<file path="config.mk">
export PLATFORM = sky130hd
export DESIGN_NAME = alu_issue_seq
export DESIGN_NICKNAME = d
export VERILOG_FILES = /design/src/rtl/alu_pkg.sv /design/src/rtl/alu_issue_seq_sat_counter.sv /design/src/rtl/alu_issue_seq.sv
export SDC_FILE = /design/constraint.sdc
export NUM_CORES = 1
export LEC_CHECK = 0
export BUFFER_PORTS_ARGS = -buffer_cell sky130_fd_sc_hd__buf_2
export CORE_MARGIN = 5
export CORE_UTILIZATION = 44
export DETAILED_ROUTE_END_ITERATION = 16
export MAX_ROUTING_LAYER = met4
export PLACE_DENSITY = 0.81
export RECOVER_POWER = 25
export SYNTH_ARGS = -nofsm -noshare
export SYNTH_HDL_FRONTEND = slang
export SYNTH_SLANG_ARGS = --single-unit
</file>
<file path="constraint.sdc">
create_clock -name clk -period 1.6 [get_ports clk]
set_input_delay 0.32 -clock clk [delete_from_list [all_inputs] [get_ports clk]]
set_output_delay 0.32 -clock clk [all_outputs]
set_load 0.02 [all_outputs]
</file>
<file path="src/rtl/alu_pkg.sv">
// Shared definitions for the ALU issue sequencer: op codes, FSM states, default width.
`timescale 1ns/1ps
package alu_pkg;

  localparam int ALU_W = 4;

  localparam logic [2:0] ALU_ADD = 3'b000;
  localparam logic [2:0] ALU_SUB = 3'b001;
  localparam logic [2:0] ALU_NOT = 3'b010;
  localparam logic [2:0] ALU_AND = 3'b011;
  localparam logic [2:0] ALU_OR  = 3'b100;
  localparam logic [2:0] ALU_XOR = 3'b101;
  localparam logic [2:0] ALU_SLT = 3'b110;
  localparam logic [2:0] ALU_EQ  = 3'b111;

  typedef enum logic [1:0] {
    S_IDLE = 2'd0,
    S_EXEC = 2'd1,
    S_RESP = 2'd2
  } state_t;

endpackage

</file>
<file path="src/rtl/alu_issue_seq_sat_counter.sv">
// Up-counter with enable that sticks at all-ones instead of wrapping.
`timescale 1ns/1ps
module sat_counter #(
  parameter int CNT_W = 8
) (
  input  logic             clk,
  input  logic             rst_n,
  input  logic             inc,
  output logic [CNT_W-1:0] count
);

  always_ff @(posedge clk or negedge rst_n) begin
    if (!rst_n) begin
      count <= '0;
    end else if (inc && (count != {CNT_W{1'b1}})) begin
      count <= count + 1'b1;
    end
  end

endmodule

</file>
<file path="src/rtl/alu_issue_seq.sv">
// Issues one command at a time to an external combinational ALU, captures its
// result after one settle cycle and returns it; keeps an accumulator and stats.
//
// state  | meaning
// S_IDLE | ready for a command; operands loaded on accept
// S_EXEC | ALU settling on registered operands; result captured at closing edge
// S_RESP | response held on rsp_* until rsp_ready
`timescale 1ns/1ps
module alu_issue_seq
  import alu_pkg::*;
#(
  parameter int W     = ALU_W,
  parameter int CNT_W = 8
) (
  input  logic             clk,
  input  logic             rst_n,
  input  logic             cmd_valid,
  output logic             cmd_ready,
  input  logic [2:0]       cmd_op,
  input  logic [W-1:0]     cmd_a,
  input  logic [W-1:0]     cmd_b,
  input  logic             cmd_use_acc,
  input  logic             acc_clr,
  output logic [W-1:0]     alu_a,
  output logic [W-1:0]     alu_b,
  output logic [2:0]       alu_ctrl,
  input  logic [W-1:0]     alu_res,
  input  logic             alu_car,
  input  logic             alu_of,
  output logic             rsp_valid,
  input  logic             rsp_ready,
  output logic [W-1:0]     rsp_res,
  output logic             rsp_car,
  output logic             rsp_of,
  output logic             rsp_zero,
  output logic [W-1:0]     acc,
  output logic [CNT_W-1:0] ops_done,
  output logic [CNT_W-1:0] of_count
);

  state_t state, state_nx;
  logic   accept, capture, ready_nx, valid_nx;

  // cmd_ready/rsp_valid are flops so they read 0 in reset and rise one edge later
  always_ff @(posedge clk or negedge rst_n) begin
    if (!rst_n) begin
      state     <= S_IDLE;
      cmd_ready <= 1'b0;
      rsp_valid <= 1'b0;
    end else begin
      state     <= state_nx;
      cmd_ready <= ready_nx;
      rsp_valid <= valid_nx;
    end
  end

  always_comb begin
    state_nx = state;
    case (state)
      S_IDLE:  if (accept) state_nx = S_EXEC;
      S_EXEC:  state_nx = S_RESP;
      S_RESP:  if (rsp_ready) state_nx = S_IDLE;
      default: state_nx = S_IDLE;
    endcase
  end

  always_comb begin
    accept   = (state == S_IDLE) && cmd_valid && cmd_ready;
    capture  = (state == S_EXEC);
    ready_nx = (state_nx == S_IDLE);
    valid_nx = (state_nx == S_RESP);
  end

  always_ff @(posedge clk or negedge rst_n) begin
    if (!rst_n) begin
      alu_a    <= '0;
      alu_b    <= '0;
      alu_ctrl <= '0;
      rsp_res  <= '0;
      rsp_car  <= 1'b0;
      rsp_of   <= 1'b0;
      rsp_zero <= 1'b0;
    end else begin
      if (accept) begin
        alu_a    <= cmd_use_acc ? acc : cmd_a;
        alu_b    <= cmd_b;
        alu_ctrl <= cmd_op;
      end
      if (capture) begin
        rsp_res  <= alu_res;
        rsp_car  <= alu_car;
        rsp_of   <= alu_of;
        rsp_zero <= (alu_res == '0);
      end
    end
  end

  // a clear on the capture edge beats the incoming result
  always_ff @(posedge clk or negedge rst_n) begin
    if (!rst_n) begin
      acc <= '0;
    end else if (acc_clr) begin
      acc <= '0;
    end else if (capture) begin
      acc <= alu_res;
    end
  end

  sat_counter #(.CNT_W(CNT_W)) u_ops_cnt (
    .clk   (clk),
    .rst_n (rst_n),
    .inc   (capture),
    .count (ops_done)
  );

  sat_counter #(.CNT_W(CNT_W)) u_of_cnt (
    .clk   (clk),
    .rst_n (rst_n),
    .inc   (capture && alu_of),
    .count (of_count)
  );

endmodule

</file>
==> run metrics <==
outcome=completed; nets=253; Yosys warnings=0; root buffer cell=clkbuf_8; Remaining DRCs=0; Final min period=1.54 ns; Post-synth EDFFs=0; Most used DFF post-synth=dfrtp_1; DR WL/cell=13.1 um; Worst setup SP type=register; H-tree Lvls=2; Final Setup Violations=0; Finished Core Util=0.595; Pre-Repair DR Iteration Count=4; # fillers=364; most frequent cells in the layout=buf_2 (61), dfrtp_1 (40), nand2_1 (35), mux2_2 (11); Slew Viols, Final=0; Die ar.=between 5000 and 6000 um^2; commonest non-fill, non-tap cell in the layout=buf_2; share of cells above drive strength 1=0.428; crit path cell chain=ha_2, and4_4, a41oi_4, mux2_2; Overflow after GRT=0; Initial Utilization=0.447; WP data required=1.78 ns; via count=1361; Max VDD drop=0.753 mV; sequential-to-total area share from yosys stat=0.597; Min Hold Slack=0.224 ns; worst skew pair latency=0.29 ns; largest delay contributor family on the critical path=flip-flops; Crit-path slowest cell=dfrtp_2; Die W=73.3 um; Routed WL=about 3.7 mm; Final Cycle Share=0.962; Total GRT Usage=0.147; CTS Buffer Depth=2; Post-DP Area=about 2200 um^2; Port Buffers=62; core footprint=3940 um^2; Initial DRC Count=52; n_diodes=0; Die Y=~73 um; largest net degree at the start of global routing=26; Worst Path Buf+Inv=0; CP Class=register to register; area delta synth->final=33.3%; cells after synthesis=152; Via density=around 4.9; first-pass GRT wire length=5.93 mm; Syn Area/Cell=~12 um^2; worst endpoint data arrival time=1.72 ns; Netlist cell types=27; Slew headroom=0.673; total CTS buffers=5; I/O Pins=63; hpwl dp=2.78 mm; CP max FO=6; Static Leakage=1.18 nW; vias in the first global route=1349; share of flip-flops with an asynchronous set or reset=1.00; Worst Clk Skew=approximately 0.0050 ns; cell row count=23; antenna viol nets, final=0; gpl congestion=0.790; CP peak stage delay=0.41 ns; initial antenna violation count=0; clock sinks=42; synthesized net count=177; Setup WS pre-CTS=roughly 0.050 ns; cell area after layout=2350 um^2; Max-Cap Viols=0; Synth Cell Area=1760 um^2; #FFs+latches synth=42; Final Hold Vio Count=0; CTS tree=built; Power Dens Cells=1960 nW/um^2; CP endpoint kind=register; actual slew at the worst max-slew pin=0.491 ns; PnR worst setup slack=slightly above 0.06 ns; Fmax achieved=about 650 MHz; Worst-path clk slew=0.08 ns; Hold WC Path Type=input pin to register
[Yosys cell counts, types with 2 or more instances]
master	n	area share
ha_1	2	0.014
nand2b_1	2	0.0071
dfrtp_1	42	0.60
nand4_1	6	0.021
nor2_1	10	0.021
nand2_1	35	0.075
nand3_1	5	0.014
xor2_1	2	0.010
a21oi_1	10	0.028
xnor2_1	7	0.035
mux2_2	11	0.070
mux2i_1	5	0.028
[path summary, 6_finish.rpt]
check	startpoint	endpoint	slack [ns]	cells after the start
max	u_ops_cnt.count[0]	u_ops_cnt.count[1]	0.06	4
max in group asynchronous	rst_n	u_of_cnt.count[4]	0.59	3
min in group asynchronous	rst_n	rsp_zero	0.52	2
min reg2reg	rsp_res[1]	rsp_res[1]	0.48	2
max reg2reg	u_ops_cnt.count[0]	u_ops_cnt.count[1]	0.06	4
min	acc_clr	acc[1]	0.22	2
[cell families after synthesis]
logic type                 share of synthesized area
adders and majority gates                     0.0142
AOI/OAI and AO/OA                             0.0569
DFF                                            0.597
buffers and inverters                         0.0156
and+or+nand+nor                                0.173
xor gates and xnor gates                      0.0448
muxes                                         0.0988
[power by group]
group / internal (W) / switching, W / total [W] / leakage (nW)
Combinational: 0.000751 / 0.00110 / 0.00185 / 0.578
Clock: 0.000665 / 0.000354 / 0.00102 / 0.0714
Sequential: 0.00146 / 0.000256 / 0.00172 / 0.528
Total: 0.00288 / 0.00171 / 0.00459 / 1.18
[state kept, by name, summed over array words and instances, names as in the netlist]
signal           cells
rsp_of               1
alu_a                4
u_ops_cnt.count      8
alu_ctrl             3
cmd_ready            1
rsp_valid            1
rsp_zero             1
rsp_res              4
state                2
acc                  4
rsp_car              1
u_of_cnt.count       8
alu_b                4
[metrics by stage]
step | power [W] | instances | TNS, ns
4_1_cts | 0.00463 | 278 | 0
3_3_place_gp | 0.00353 | 269 | 0
6_report | 0.00459 | 279 | 0
3_5_place_dp | 0.00359 | 269 | 0
5_1_grt | 0.00489 | 279 | -0.00123
2_1_floorplan | 0.00289 | 152 | 0
[repair_timing]
action	4_1_cts	5_1_grt
endpoints found under the hold margin	17	0
setup endpoints to repair	0	1
resized for setup	0	1
hold buffers	1	0
buffers inserted	0	1
[area by class of cell]
class	instances	area (um^2)	share of cell area
Timing Repair Buffer	73	408	0.174
Clock buffer	6	82.6	0.0352
Multi-Input combinational cell	106	679	0.290
Sequential cell	42	1050	0.449
Tap cell	50	62.6	0.0267
Clock inverter	2	60.1	0.0256
[routing by layer]
layer,part of all wire,wire length [um],vias up,GRT usage
met4,0.015,55,0,0.0676
met3,0.072,264,5,0.0328
li1,-,-,674,-
met1,0.42,1550,641,0.174
met5,0,0,-,-
met2,0.49,1800,41,0.236
(Power assumes the default switching activity.)
